### config.mk
export PLATFORM = sky130hd
export DESIGN_NAME = tmds_frame_gate
export DESIGN_NICKNAME = d
export VERILOG_FILES = /design/src/rtl/tmds_frame_gate.sv
export SDC_FILE = /design/constraint.sdc
export NUM_CORES = 1
export LEC_CHECK = 0
export CAP_MARGIN = 0
export CORE_ASPECT_RATIO = 1.75
export CORE_UTILIZATION = 30
export DETAILED_ROUTE_END_ITERATION = 8
export DONT_BUFFER_PORTS = 1
export PLACE_DENSITY_LB_ADDON = 0.2
export SLEW_MARGIN = 15
export SYNTH_ARGS = -nofsm -noshare
export SYNTH_HDL_FRONTEND = slang
export SYNTH_SLANG_ARGS = --single-unit
### constraint.sdc
create_clock -name clk -period 2.8 [get_ports clk]
set_input_delay 0.56 -clock clk [delete_from_list [all_inputs] [get_ports clk]]
set_output_delay 0.56 -clock clk [all_outputs]
set_load 0.1 [all_outputs]
### src/rtl/tmds_frame_gate.sv
// Channel-0 TMDS timing extractor: recovers pixel-valid/hsync/vsync from control
// tokens and guard bands, decimates frames, delays strobes, and measures frame size.
module tmds_frame_gate #(
  parameter int unsigned DELAY   = 9,
  parameter int unsigned DECIM_W = 4,
  parameter int unsigned CNT_W   = 12
) (
  input  logic               clk,
  input  logic               rst,
  input  logic               valid_in,
  input  logic [9:0]         ch0,
  input  logic [DECIM_W-1:0] decim,
  output logic               pvalid,
  output logic               hsync,
  output logic               vsync,
  output logic               sof,
  output logic [CNT_W-1:0]   width,
  output logic [CNT_W-1:0]   height,
  output logic               meas_valid,
  output logic               stable
);

  localparam logic [9:0] TOK0  = 10'b1101010100;
  localparam logic [9:0] TOK1  = 10'b0010101011;
  localparam logic [9:0] TOK2  = 10'b0101010100;
  localparam logic [9:0] TOK3  = 10'b1010101011;
  localparam logic [9:0] GUARD = 10'b1011001100;

  typedef enum logic [1:0] {
    S_BLANK,
    S_GUARD,
    S_ACTIVE
  } line_state_t;

  line_state_t state_q, state_n;

  logic is_t0, is_t1, is_t2, is_t3, is_tok, is_g;
  logic pv_q, hs_q, vs_q, sof_q;
  logic pv_n, hs_n, vs_n;
  logic vs_rise, vs_fall, pv_rise;
  logic keep_q, arm_q, meas_seen_q;
  logic [DECIM_W-1:0] phase_q;
  logic [CNT_W-1:0]   run_q, lines_q;
  logic [3:0]         gated;

  assign is_t0  = (ch0 == TOK0);
  assign is_t1  = (ch0 == TOK1);
  assign is_t2  = (ch0 == TOK2);
  assign is_t3  = (ch0 == TOK3);
  assign is_tok = is_t0 | is_t1 | is_t2 | is_t3;
  assign is_g   = (ch0 == GUARD);

  always_ff @(posedge clk) begin
    if (rst) state_q <= S_BLANK;
    else     state_q <= state_n;
  end

  // A dropped word breaks a guard pair but does not end an active line.
  always_comb begin
    state_n = state_q;
    if (!valid_in) begin
      if (state_q == S_GUARD) state_n = S_BLANK;
    end else if (is_tok) begin
      state_n = S_BLANK;
    end else begin
      unique case (state_q)
        S_BLANK:  if (is_g) state_n = S_GUARD;
        S_GUARD:  state_n = is_g ? S_ACTIVE : S_BLANK;
        S_ACTIVE: state_n = S_ACTIVE;
        default:  state_n = S_BLANK;
      endcase
    end
  end

  always_comb begin
    pv_n = pv_q;
    hs_n = hs_q;
    vs_n = vs_q;
    if (valid_in) begin
      pv_n = (state_q == S_ACTIVE) && !is_tok;
      if (is_tok) begin
        hs_n = is_t1 | is_t3;
        vs_n = is_t2 | is_t3;
      end
    end
  end

  assign vs_rise = vs_n & ~vs_q;
  assign vs_fall = ~vs_n & vs_q;
  assign pv_rise = pv_n & ~pv_q;

  always_ff @(posedge clk) begin
    if (rst) begin
      pv_q        <= 1'b0;
      hs_q        <= 1'b0;
      vs_q        <= 1'b0;
      sof_q       <= 1'b0;
      keep_q      <= 1'b0;
      phase_q     <= '1;
      arm_q       <= 1'b0;
      run_q       <= '0;
      lines_q     <= '0;
      width       <= '0;
      height      <= '0;
      meas_valid  <= 1'b0;
      stable      <= 1'b0;
      meas_seen_q <= 1'b0;
    end else begin
      pv_q       <= pv_n;
      hs_q       <= hs_n;
      vs_q       <= vs_n;
      sof_q      <= pv_rise & arm_q & keep_q;
      meas_valid <= vs_rise;

      if (vs_rise) begin
        if (phase_q >= decim) begin
          phase_q <= '0;
          keep_q  <= 1'b1;
        end else begin
          phase_q <= phase_q + 1'b1;
          keep_q  <= 1'b0;
        end
      end

      if (vs_fall)      arm_q <= 1'b1;
      else if (pv_rise) arm_q <= 1'b0;

      if (pv_rise)                   run_q <= CNT_W'(1);
      else if (pv_n && run_q != '1)  run_q <= run_q + 1'b1;

      if (vs_rise)                     lines_q <= '0;
      else if (pv_rise && lines_q != '1) lines_q <= lines_q + 1'b1;

      if (vs_rise) begin
        width       <= run_q;
        height      <= lines_q;
        stable      <= meas_seen_q && (run_q == width) && (lines_q == height);
        meas_seen_q <= 1'b1;
      end
    end
  end

  assign gated = {sof_q, vs_q & keep_q, hs_q & keep_q, pv_q & keep_q};

  if (DELAY == 0) begin : g_nodelay
    assign {sof, vsync, hsync, pvalid} = gated;
  end else begin : g_delay
    logic [3:0] dl [DELAY];

    always_ff @(posedge clk) begin
      if (rst) begin
        for (int unsigned i = 0; i < DELAY; i++) dl[i] <= '0;
      end else begin
        dl[0] <= gated;
        for (int unsigned i = 1; i < DELAY; i++) dl[i] <= dl[i-1];
      end
    end

    assign {sof, vsync, hsync, pvalid} = dl[DELAY-1];
  end

endmodule
# == Word-level counts from Yosys, hierarchy flattened ==
# Memory sizes are Yosys's and may differ from the RTL's.
# Cells that the tools add are included.
# totals
register_bits,63
latchBits,0
mem_bits_rw,36
mem_bits_ro,0
input_bits,17
output_inout_bits,30
word_cells,99
n_memories,1
# classes
add_sub_neg,3
mul,0
n_div,0
magnitude_cmp,1
n_eq_ne,12
shifts,0
mux,27
n_bitwise,25
n_reduce_logical,14
# memory_table
memory,words,word_bits,rd,rd_clocked_by_memory_dff,wr,line,text
g_delay.dl,9,4,9,0,9,148,logic [3:0] dl [DELAY];
# ops
op,count
$mux W4,10
$eq A10 B10 Y1 const B,3
$add A12 B1 Y12 const B,2
$eq A12 B12 Y1,2
$ne A12 B12 Y1 const B,2
$or A1 B1 Y1,14
$mux W1,11
$eq A10 B8 Y1 const B,1
$eq A10 B9 Y1 const B,1
$mux W2,5
$and A1 B1 Y1,8
$pmux W2 S3,1
$reduce_bool A2 Y1,3
$logic_and A1 B1 Y1,5
$add A4 B1 Y4 const B,1
$ge A4 B4 Y1,1
$ne A4 B4 Y1 const B,1
$reduce_and A2 Y1,2
$reduce_or A2 Y1,2
$not A1 Y1,3
$eq A2 B1 Y1 const B,1
$eq A2 B2 Y1 const B,1
$logic_not A2 Y1,1
$logic_not A1 Y1,1

# == Logic depth before layout (Yosys ltp) ==
# Gate-level depths: netlist (run 1).
# logic_depth
ltp_word,10
ltp_mapped,8

# == Least setup slack after synthesis (run 1) ==
# OpenSTA, ideal clock, no wires.
# synth_path
path_type,input-to-reg
start,input ch0[8]
end,register run_q[0]
setup_time_ns,0.074
arrival_ns,1.944
path_slack_ns,0.782
path_stages,8
path_cell_list,nand4bb_4 or3_1 buf_6 a32oi_2 buf_6 buf_12 o21ai_2 a31oi_1
# synth_between
elab_chain_cells,9
elab_cells_between_ends,14
# synth_rtl
element,line,text
start: declaration,11,"input logic [9:0] ch0,"
$eq A10 B10 Y1 or $eq A10 B8 Y1 (tied branches),"46, 47",
$or A1 B1 Y1 (2 in series),50,assign is_tok = is_t0 | is_t1 | is_t2 | is_t3;
$or A1 B1 Y1 (*),50,
$logic_not A1 Y1 (*),80,pv_n = (state_q == S_ACTIVE) && !is_tok;
$logic_and A1 B1 Y1 (*),80,
$mux W1 (*),79,if (valid_in) begin
$and A1 B1 Y1 or $logic_and A1 B1 Y1 (tied branches),"90, 129",
$mux W1 or $reduce_bool A2 Y1 (tied branches),-,
end signal: assignment,129,else if (pv_n && run_q != '1) run_q <= run_q + 1'b1;
end: declaration,43,"logic [CNT_W-1:0] run_q, lines_q;"
# Mark *: on every way between the ends. The rest lies on a longest branch, timed or not.
# A chain may end at the register's enable or synchronous reset.

# == Worst setup path in the final report (run 1) ==
# layout_path
start,register run_q[0]
end,register run_q[3]
# layout_between
elab_chain_cells,2
elab_cells_between_ends,3
# layout_rtl
element
"parallel branches: the longest is 2 deep, another holds $add A12 B1 Y12"
# Several ways; the timed one is not identified.

==> results of run 1 <==
==> Yosys cell counts (all sizes together) (2+ instances only) <==
master and number:
nand4 6, dfxtp 99, a21oi 47, a211o 2, nor2 11, inv 9
or4 14, nor3 8, xnor2 24, or2 2, nor3b 2, o31ai 14
ha 7, nand4bb 2, nor2b 37, and3 10, a221oi 2, buf 14
a31oi 2, clkbuf 13, and2 6, nand3 16, nand3b 4, nand2b 7
mux2i 5, and4 4, a221o 2, nor4 4, and4bb 2, nand2 67
a32oi 2, or3 4, o21ai 8
==> registers in the layout (all words and copies together), names as in the netlist <==
name / flops
width: 12
run_q: 12
state_q: 2
vs_q: 1
keep_q: 1
arm_q: 1
g_delay.dl: 36
phase_q: 4
meas_seen_q: 1
stable: 1
meas_valid: 1
hs_q: 1
sof_q: 1
height: 12
lines_q: 12
pv_q: 1
==> cells by family after synthesis <==
group           count (synthesis)  synth area share
compound gates                 85            0.1253
xor+xnor                       24           0.04987
fa+ha+maj                       7           0.02078
buf+inv                        36           0.04452
flops                          99            0.4702
mux                             5           0.01187
simple gates                  208            0.2775
==> stage by stage <==
| stage | util | total power [mW] | cell area [um2] |
|---|---|---|---|
| 4_1_cts | 0.3507 | 2.748 | 4827 |
| 3_5_place_dp | 0.3286 | 1.475 | 4523 |
| 5_1_grt | 0.3507 | 2.813 | 4827 |
| 6_report | 0.3507 | 2.709 | 4827 |
| 3_3_place_gp | 0.3286 | 1.474 | 4523 |
| 2_1_floorplan | - | 1.484 | 4215 |
==> routing by layer <==
metal,vias to the layer above,track usage
met3,15,0.03305
li1,1650,-
met1,1536,0.1445
met4,0,0.06494
met2,54,0.2563
met5,-,0
==> cells in the final DEF, fill, tap and decap left out, types with 7 or more instances in the layout <==
cell and count:
sky130_fd_sc_hd__dfxtp_1 99, sky130_fd_sc_hd__nand2_1 67, sky130_fd_sc_hd__a21oi_1 47, sky130_fd_sc_hd__nor2b_1 37, sky130_fd_sc_hd__buf_4 29, sky130_fd_sc_hd__xnor2_1 24, sky130_fd_sc_hd__nand3_1 15, sky130_fd_sc_hd__or4_1 14
sky130_fd_sc_hd__o31ai_1 14, sky130_fd_sc_hd__nor2_1 10, sky130_fd_sc_hd__inv_1 9, sky130_fd_sc_hd__and3_1 9, sky130_fd_sc_hd__clkbuf_16 9, sky130_fd_sc_hd__nor3_1 8, sky130_fd_sc_hd__nand2b_1 7, sky130_fd_sc_hd__ha_1 7
==> power breakdown <==
| group | switching [mW] | total, mW | internal (mW) |
|---|---|---|---|
| registers | 0.00260 | 1.41 | 1.41 |
| logic | 0.0161 | 0.0310 | 0.0149 |
| clock network | 0.623 | 1.27 | 0.645 |
| total | 0.641 | 2.71 | 2.07 |
==> path summary, 6_finish.rpt <==
| check | to | cells past startpoint | slack [ps] |
|---|---|---|---|
| worst max-delay path | run_q[3] | 5 | 690 |
| worst min-delay path | state_q[1] | 1 | 280 |
| worst max register to register | run_q[3] | 5 | 690 |
| worst min register to register | g_delay.dl[0][27] | 1 | 440 |
==> area by class of cell <==
type	count	area, um2	area share
well taps	177	221.5	0.04588
inverters	9	33.78	0.006998
multi-input cells	329	2048	0.4243
clock buffers	9	225.2	0.04666
flip-flops and latches	99	1982	0.4106
clock inverters	7	78.83	0.01633
repair buffers	30	237.7	0.04925
==> flow_summary_export.csv, run 1 <==
group,metric,value,unit
drt,drt.antenna.violating_nets,0,
grt,grt_max_degree,78,
clock_tree,clkSinkCount,99,
timing,timing_worst_slew_pin_value,963.0,ps
setup_path,critical_path.max_stage_delay,570,ps
grt,grt_overall_usage,0.1389,
yosys,ys.warnings.count,0,
drt,dr_total_vias,3255,
yosys,synth-edff-count,0,
floorplan,die-area,0.01455,mm2
setup_path,cp_cell_sequence,"ha_1 -> and2_1 -> and3_1 -> or4_1 -> a21oi_1",
floorplan,die_x,91.61,um
clock_tree,clock-root-buffer,"sky130_fd_sc_hd__clkbuf_16",
timing,layout_setup_ws,687.6,ps
worst_hold_path,worst_hold_path_type,"in2reg",
yosys,postSynthNetCount,488,
setup_path,worst_setup_path_start_kind,"register",
timing,finalHoldViolCount,0,
power,cellPowerDensity,561.3,mW/mm2
cells_and_area,num_antenna_cells,0,
placed_design,place.detailed.hpwl,6801,um
drt,route.detailed.wl_per_inst,14.52,um
timing,rsz0062_at_grt,"no",
drt,met2_wirelength,5152,um
drt,met1Wirelength,3805,um
yosys,ys_types,54,
drt,route.detailed.vias_per_inst,4.932,
drt,detailroute.wirelength.met3,394,um
clock_tree,htree_num_levels,3,
yosys,synthesis.area_per_instance,9.085,um2
drt,drt_first_iter_violations,129,
grt,antenna_found_initial,0,
placed_design,placed_cells_incl_taps,644,
placed_design,port-buffer-count,0,
clock_tree,tritoncts.num_buffers,9,
timing,fin_crit,2112,ps
cells_and_area,post_layout_nonfiller_instances,660,
grt,grt_overflow,0,
clock_tree,insertion_delay,350,ps
setup_path,timing_worst_setup_path_type,"reg2reg",
drt,route.detailed.drc,0,
grt,grt_pass1_wl,15900,um
timing,drv_slew,0,
power,vdd_drop_max,0.2422,mV
timing,timing.slew.headroom,0.3571,
setup_path,required_time_at_the_worst_slack_endpoint,3080,ps
worst_hold_path,start_point_of_the_worst_hold_path,"rst",
job,max-cap-violations,0,
clock_tree,clk_transition_reported_paths,80,ps
yosys,biggest_area_consumer_among_synthesized_cells,"sky130_fd_sc_hd__dfxtp_1",
timing,timing.final.crit_share,0.7544,
timing,fmax,473.4,MHz
setup_path,startpoint,"run_q[0]",
timing,clock-skew-final,8.028,ps
timing,setup_violations,0,
setup_path,critical-path-slowest-cell,"sky130_fd_sc_hd__or4_1",
cells_and_area,share_of_cells_above_drive_strength_1,0.1180,
cells_and_area,fill_cells,1421,
floorplan,initial_utilization,0.3062,
yosys,synth_async_sr_flop_share,0,
drt,route.top_layer_used,"met4",
floorplan,pin_count,47,
power,total_leakage_power,1.679,nW
yosys,synth_sequential_area_ratio,0.4702,
drt,detail_route.first_pass.iterations,4,
floorplan,core-area,0.01376,mm2
placed_design,gp_routability_congestion,0.7606,
outcome,outcome,"complete, no violations",
timing,worst_hold_margin,278.4,ps
placed_design,pre_cts_ws,568.9,ps
cells_and_area,area_growth_syn_to_layout,14.51,%
yosys,yosys.area.top_type_share,0.4702,
yosys,synthCells,464,
floorplan,dieHeight,158.8,um
clock_tree,post-cts-setup-buffer-count,0,
yosys,main_area_contributors_after_synthesis,"sky130_fd_sc_hd__dfxtp_1, sky130_fd_sc_hd__nand2_1, sky130_fd_sc_hd__a21oi_1",
timing,tns,0,ps
setup_path,timing.critical_path.to_type,"register",
floorplan,fp-row-count,57,
clock_tree,clock_path_buffers,2,
yosys,synthesis.area,0.004215,mm2
setup_path,arrival,2390,ps
setup_path,critical_path.n_buffers_inverters,0,
yosys,most_instantiated_flip_flop_cell_in_the_synthesis_netlist,"sky130_fd_sc_hd__dfxtp_1",
yosys,ys_ff_latch,99,
cells_and_area,nets,502,
clock_tree,clock_tree_from_tritoncts,"built",
setup_path,critPathTopFamily,"simple AND/OR/NAND/NOR gates",
grt,vias_in_the_first_global_route,3236,
setup_path,r2r-start,"run_q[0]",
drt,detail_route.wirelength,9585,um
setup_path,critical_path.max_fanout,18,
clock_tree,post_cts.resized_instances,0,
clock_tree,ctsHoldBuffers,0,
(Power assumes the default switching activity.)
==> run 2, diff against run 1 <==
==> constraint.sdc (replaced) <==
create_clock -name clk -period 1.88 [get_ports clk]
set_input_delay 0.376 -clock clk [delete_from_list [all_inputs] [get_ports clk]]
set_output_delay 0.376 -clock clk [all_outputs]
set_load 0.1 [all_outputs]
==> run 2 against run 1 <==
Against the previous run:
- hold slack worse by 180 ps
- sequential share of layout area shrank 3.0 points
- sequential cell count stayed put
- cell count is 7.7% higher
- fmax is 19% higher
- register-to-register slack got worse by 590 ps
- critical path depth is the same
- power increased by 47%
- clock-buffer cell count is the same
- clock power rose by 43%
- setup slack got worse by 590 ps
- critical endpoint is now run_q[5]
- highest routed layer unchanged
==> flow_summary_export.csv, run 2 (synthesis results as in run 1) <==
group,metric,value,unit
outcome,outcome,"complete, no violations",
power,total_leakage_power,1.949,nW
timing,fmax,561.4,MHz
cells_and_area,finalCoreUtilization,0.3787,
timing,timing.final.crit_share,0.9475,
timing,drv_slew,0,
worst_hold_path,worst_hold_path_type,"in2reg",
cells_and_area,area_growth_syn_to_layout,23.66,%
floorplan,die-area,0.01455,mm2
drt,drt.antenna.violating_nets,0,
timing,clock-skew-final,6.651,ps
setup_path,critical_path.max_fanout,15,
setup_path,worst_setup_path_start_kind,"register",
setup_path,arrival,2050,ps
setup_path,timing_worst_setup_path_type,"reg2reg",
floorplan,initial_utilization,0.3062,
cells_and_area,nets,553,
job,max-cap-violations,0,
clock_tree,clock-root-buffer,"sky130_fd_sc_hd__clkbuf_16",
clock_tree,ctsHoldBuffers,0,
clock_tree,insertion_delay,340,ps
cells_and_area,share_of_cells_above_drive_strength_1,0.2060,
power,share_seq_of_total_power,0.527,
placed_design,gp_routability_congestion,0.8422,
drt,route.detailed.vias_per_inst,4.895,
grt,grt_max_degree,78,
floorplan,core-area,0.01376,mm2
drt,route.top_layer_used,"met4",
drt,met2_wirelength,5482,um
timing,timing.slew.headroom,0.7258,
placed_design,dpl-instance-area,0.004911,mm2
drt,detail_route.wirelength,10280,um
cells_and_area,largest_reg_flops,36,
floorplan,fp-row-count,57,
cells_and_area,largest-register,"g_delay.dl",
setup_path,timing.critical_path.to_type,"register",
floorplan,die_x,91.61,um
power,power.switching,0.9141,mW
timing,timing_worst_slew_pin_value,408.1,ps
floorplan,dieHeight,158.8,um
power,internal_power,3.065,mW
power,vdd_drop_max,0.5416,mV
cells_and_area,mostFrequentLayoutCell,"sky130_fd_sc_hd__dfxtp_1",
power,clock_share_of_power,0.457,
drt,route.detailed.wl_per_inst,14.46,um
drt,drt_first_iter_violations,161,
grt,grt_overflow,0,
setup_path,required_time_at_the_worst_slack_endpoint,2150,ps
drt,detail_route.first_pass.iterations,4,
cells_and_area,num_antenna_cells,0,
grt,grt_pass1_wl,16930,um
clock_tree,tritoncts.num_buffers,9,
power,power_switching_share,0.2298,
cells_and_area,layout_common_cells,"sky130_fd_sc_hd__dfxtp_1, sky130_fd_sc_hd__buf_4, sky130_fd_sc_hd__nand2_1, sky130_fd_sc_hd__a21oi_1, sky130_fd_sc_hd__nor2b_1",
clock_tree,clock_path_buffers,2,
clock_tree,htree_num_levels,3,
clock_tree,clk_transition_reported_paths,70,ps
power,cellPowerDensity,763.3,mW/mm2
placed_design,place.detailed.hpwl,7452,um
placed_design,port-buffer-count,0,
grt,antenna_found_initial,0,
power,comb_power_share,0.015,
timing,finalHoldViolCount,0,
timing,setup_violations,0,
drt,detailroute.wirelength.met3,282,um
clock_tree,clock_tree_from_tritoncts,"built",
drt,met1Wirelength,4186,um
cells_and_area,fin_area,0.005213,mm2
grt,vias_in_the_first_global_route,3467,
clock_tree,clkSinkCount,99,
timing,worst_hold_margin,103.3,ps
drt,route.detailed.drc,0,
drt,dr_total_vias,3480,
grt,grt_overall_usage,0.1477,
floorplan,pin_count,47,
timing,fin_crit,1781,ps
run 2: through the flow:
step / total power [mW] / setup slack, ps / std cells / setup TNS, ps
5_1_grt: 4.119 / -86.35 / 711 / -408.6
6_report: 3.979 / 98.77 / 711 / 0
2_1_floorplan: 2.211 / 45.78 / 464 / 0
4_1_cts: 4.038 / 21.80 / 710 / 0
3_3_place_gp: 2.208 / -24.70 / 694 / -50.36
3_5_place_dp: 2.208 / -64.57 / 694 / -451.0
run 2: cell type report:
cell class	count	area (um2)
multi-input combinational	329	2049
clock inverter	7	66.31
fill	1392	8552
inverter	9	33.78
sequential	99	1983
tap	177	221.5
timing repair buffer	81	633.1
clock buffer	9	225.2
run 2: layer usage:
| layer | track usage | up-vias |
|---|---|---|
| li1 | - | 1746 |
| met1 | 0.1542 | 1660 |
| met2 | 0.2717 | 53 |
| met3 | 0.02874 | 21 |
| met4 | 0.07864 | 0 |
| met5 | 0 | - |
run 2: final timing paths:
kind,from,endpoint,slack [ps],cells past startpoint
hold reg to reg,g_delay.dl[0][24],g_delay.dl[0][28],440,1
setup / recovery,run_q[8],run_q[5],100,5
hold / removal,rst,state_q[0],100,1
setup reg to reg,run_q[8],run_q[5],100,5
run 2: power groups by stage:
stage | Combinational (mW) | Sequential [mW] | Clock (mW)
detailed placement | 0.0603 | 2.15 | 0
floorplan | 0.0622 | 2.15 | 0
CTS | 0.0606 | 2.10 | 1.88
global placement | 0.0600 | 2.15 | 0
global route | 0.0670 | 2.10 | 1.95
finish | 0.0605 | 2.10 | 1.82
run 2: timing repair:
item	CTS	global route
setup buffers	0	1
gates resized for setup	0	2
setup endpoints to repair	0	14
run 2: critical path, cell delays in order, from the launching register on:
cell	delay [ps]
sky130_fd_sc_hd__dfxtp_1	320
sky130_fd_sc_hd__and4_1	210
sky130_fd_sc_hd__and3_4	190
sky130_fd_sc_hd__and3_2	290
sky130_fd_sc_hd__or4_1	530
sky130_fd_sc_hd__a21oi_1	180
==> RTL edit 1 (settings of run 1) <==
Add an input register stage for `decim`, cleared by the reset; this delays it by one clock. The other inputs are not delayed to match.
--- a/src/rtl/tmds_frame_gate.sv
+++ b/src/rtl/tmds_frame_gate.sv
@@ -32,4 +32,14 @@
     S_ACTIVE
   } line_state_t;
+
+  logic [DECIM_W-1:0] decim_q;
+
+  always_ff @(posedge clk) begin
+    if (rst) begin
+      decim_q <= '0;
+    end else begin
+      decim_q <= decim;
+    end
+  end
 
   line_state_t state_q, state_n;
@@ -114,5 +124,5 @@
 
       if (vs_rise) begin
-        if (phase_q >= decim) begin
+        if (phase_q >= decim_q) begin
           phase_q <= '0;
           keep_q  <= 1'b1;
Function: no difference found for any inputs over 10 cycles, from zero or initial values and one cycle with rst high; that may be too few to reach the edited logic, so the function may still have changed.
==> RTL edit 1 against run 1 <==
Worst hold slack improved by 0.0046 ns. Final area is 3.1% higher. Critical path depth grew 1. Total power decreased by 0.34%. Core utilization up 0.53 points. Wire length up 12%. Combinational power rose by 6.8%. Area after synthesis rose by 2.1%. Worst setup slack worse by 0.042 ns. Sequential cell count increased by 4. Final cell count grew 2.0%. Non-clock buffer count increased by 5. Critical endpoint is now run_q[7]. Largest power group unchanged.
==> RTL edit 1: results <==
[status]
status = "complete, no violations"

[route]
vias_per_cell = 5.13
route.detailed.drc = 0
drt-pass1-iter-count = 6
wl_per_cell_um = 15.9
drt_iter0_drc = 153

[synth]
synth.distinct_cells = 50
synthArstFlopShare_pct = 0
synth_area_leaders = "dfxtp_1 (48%), nor2b_1 (5.8%), a21oi_1 (5.5%)"
ys_seq_area_share_pct = 47.9
yosys-top-cells-count = "dfxtp_1 (103), a21oi_1 (47), nand2_1 (45)"
synthesis.nets = 499

[min_path]
min_path_type = "in -> reg"
min_from = "rst"

[sta]
worst_slew_margin_rel_pct = 33.3
fin_skew_ns = 0.00837
fmaxAchievable_ghz = 0.464

[layout]
drive_gt1_share_pct = 11.3
n_fill_cell = 1485
final_nets = 516
antenna_cells = 0

[pwr]
irDropWorstVdd_mv = 0.267
p_leak_nw = 1.88
p_int_w = 0.00210

[setup_path]
r2r_slack_ns = 0.65
cp.arrival_ns = 2.37
r2r-start = "run_q[0]"
crit_path_max_incr_delay_ns = 0.60
cpMaxStageDelayCell = "and4_1"

[placement]
place_area_mm2 = 0.00470
dpl.hpwl_mm = 7.53
place.gp.congestion = 0.792

[grt]
grt_max_degree = 81
grt_pass1_vias = 3368
antenna_found_initial = 0
grt_usage_pct = 15.2
grt_pass1_wl_mm = 17.2

[cts]
clk_pin_slew_ns = 0.08
cts_inserted_buffers = 9
htree_num_levels = 3
root_buffer = "clkbuf_16"
==> RTL edit 1: cell families after synthesis <==
family          share of synthesized area, %
simple gates                            24.7
compound gates                          15.8
flops                                   47.9
buf+inv                                 3.81
xor+xnor                                4.88
fa+ha+maj                               2.03
mux                                    0.930
==> RTL edit 1: stage by stage <==
stage	utilization [%]	setup WS, ns	std cells	hold slack [ns]
2_1_floorplan	-	0.595	475	0.414
3_3_place_gp	33.6	0.475	658	0.420
3_5_place_dp	33.6	0.432	658	0.423
4_1_cts	35.6	0.630	673	0.265
5_1_grt	35.6	0.511	673	0.254
6_report	35.6	0.646	673	0.283
==> RTL edit 1: cell type report <==
class | count | area share (%)
well taps | 177 | 4.45
inverters | 11 | 0.830
repair buffers | 35 | 5.78
flip-flops and latches | 103 | 41.4
clock inverters | 6 | 1.03
multi-input cells | 332 | 41.9
clock buffers | 9 | 4.53
==> RTL edit 1: final timing paths <==
kind / endpoint / depth (start not counted)
max: run_q[7] / 6
min: g_delay.dl[0][31] / 1
max reg2reg: run_q[7] / 6
min reg2reg: g_delay.dl[0][8] / 1
==> RTL edit 1: power by group through the flow <==
stage / Sequential [W] / Combinational (W) / Clock [W]
6_report: 0.00147 / 0.0000331 / 0.00120
2_1_floorplan: 0.00150 / 0.0000415 / 0
4_1_cts: 0.00147 / 0.0000338 / 0.00124
3_3_place_gp: 0.00151 / 0.0000326 / 0
3_5_place_dp: 0.00151 / 0.0000335 / 0
5_1_grt: 0.00147 / 0.0000370 / 0.00130
==> RTL edit 1: layer usage <==
metal | share of wire [%] | vias up | track usage [%]
met5 | 0 | - | 0
met4 | 4.3 | 0 | 8.10
met3 | 4.3 | 21 | 4.12
met2 | 52 | 67 | 26.8
met1 | 40 | 1636 | 16.2
li1 | - | 1731 | -
==> RTL edit 2 (flow settings as in run 1) <==
Made on the original files. `DECIM_W`: 4 -> 5.
--- a/src/rtl/tmds_frame_gate.sv
+++ b/src/rtl/tmds_frame_gate.sv
@@ -3,5 +3,5 @@
 module tmds_frame_gate #(
   parameter int unsigned DELAY   = 9,
-  parameter int unsigned DECIM_W = 4,
+  parameter int unsigned DECIM_W = 5,
   parameter int unsigned CNT_W   = 12
 ) (
Ports: changed (resized decim); port bits go from 47 to 48. The function was not compared with the original's and may differ.
==> RTL edit 2 against run 1 <==
Wire length increased by 5.1%. Clock power decreased by 3%. Area after synthesis increased by 2.6%. Global-route usage increased by 0.29 points. Sequential cell count increased by 1. Final area increased by 3.2%. Total power decreased by 0.48%. Largest cell class unchanged. Critical path type unchanged. Sequential share of layout area decreased by 0.86 points. Largest power group unchanged. Fmax increased by 6.3%. Synthesized cell count increased by 5.4%. Worst setup slack improved by 0.12 ns. Via count increased by 5.4%.
==> RTL edit 2: results <==
[synth]
synth_xor_area_share_pct = 4.86
synthMuxAreaShare_pct = 1.16
synth_compound_area_share_pct = 12.9
synth_area_leaders = "dfxtp_1 (46%), nand2_1 (6.1%), a21oi_1 (5.7%)"
syn_avg_cell_area_um2 = 8.85
yosys-top-cells-count = "dfxtp_1 (100), nand2_1 (70), a21oi_1 (49)"
synth_fa_ha_area_share_pct = 2.31
synthesis.nets = 515
ys_seq_area_share_pct = 46.3

[grt]
grt_pass1_wl_mm = 16.6
grt_max_degree = 79
grt_pass1_vias = 3261
grt_usage_pct = 14.2
grt_util_met1_pct = 15.3
antenna_found_initial = 0
use_met2_pct = 26.2
grt.met3_usage_pct = 2.56

[placement]
pre_cts_ws_ns = 0.442
place_area_mm2 = 0.00469
placed_cells = 672
dpl.hpwl_mm = 7.04
place.gp.congestion = 0.792

[status]
status = "complete, no violations"

[sta]
fin_skew_ns = 0.00898
fmaxAchievable_ghz = 0.503
worst_slew_margin_rel_pct = 37.8
whs_ns = 0.278

[setup_path]
cp.arrival_ns = 2.23
r2r_slack_ns = 0.81
cpMaxStageDelayCell = "dfxtp_1"
worstPathMaxFanout = 10
crit_path_max_incr_delay_ns = 0.38

[pwr]
irDropWorstVdd_mv = 0.251
p_leak_nw = 1.77

[route]
top_layer = "met4"
wirelength_mm = 10.1
routed-wl-met2_mm = 5.61
vias = 3432
drt-met1-wl_mm = 4.01
met3WireLength_um = 237
drt_iter0_drc = 148

[layout]
n_fill_cell = 1498
drive_gt1_share_pct = 11.5
instances_no_fill = 688
final_nets = 532

[cts]
htree_num_levels = 3
clk_pin_slew_ns = 0.07
RTL edit 2: layout make-up:
type	instances	area [um2]	area share (%)
Timing Repair Buffer	35	275	5.53
Clock buffer	12	256	5.15
Multi-Input combinational cell	347	2140	42.9
Clock inverter	4	37.5	0.754
Inverter	13	48.8	0.980
Sequential cell	100	2000	40.2
Tap cell	177	221	4.45
RTL edit 2: cells by family after synthesis:
| kind of cell | Yosys count |
|---|---|
| xor+xnor | 24 |
| flops | 100 |
| compound gates | 92 |
| buf+inv | 42 |
| fa+ha+maj | 8 |
| simple gates | 218 |
| mux | 5 |
RTL edit 2: worst paths after layout:
path,from,to,cells past startpoint
worst max-delay path,state_q[1],lines_q[8],6
worst min-delay path,rst,height[2],1
worst max register to register,state_q[1],lines_q[8],6
worst min register to register,g_delay.dl[0][0],g_delay.dl[0][4],1
RTL edit 2: report_power, final:
group          switching (W)  internal, W
clock               0.000566     0.000667
sequential        0.00000263      0.00142
combinational      0.0000199    0.0000185
total               0.000589      0.00211
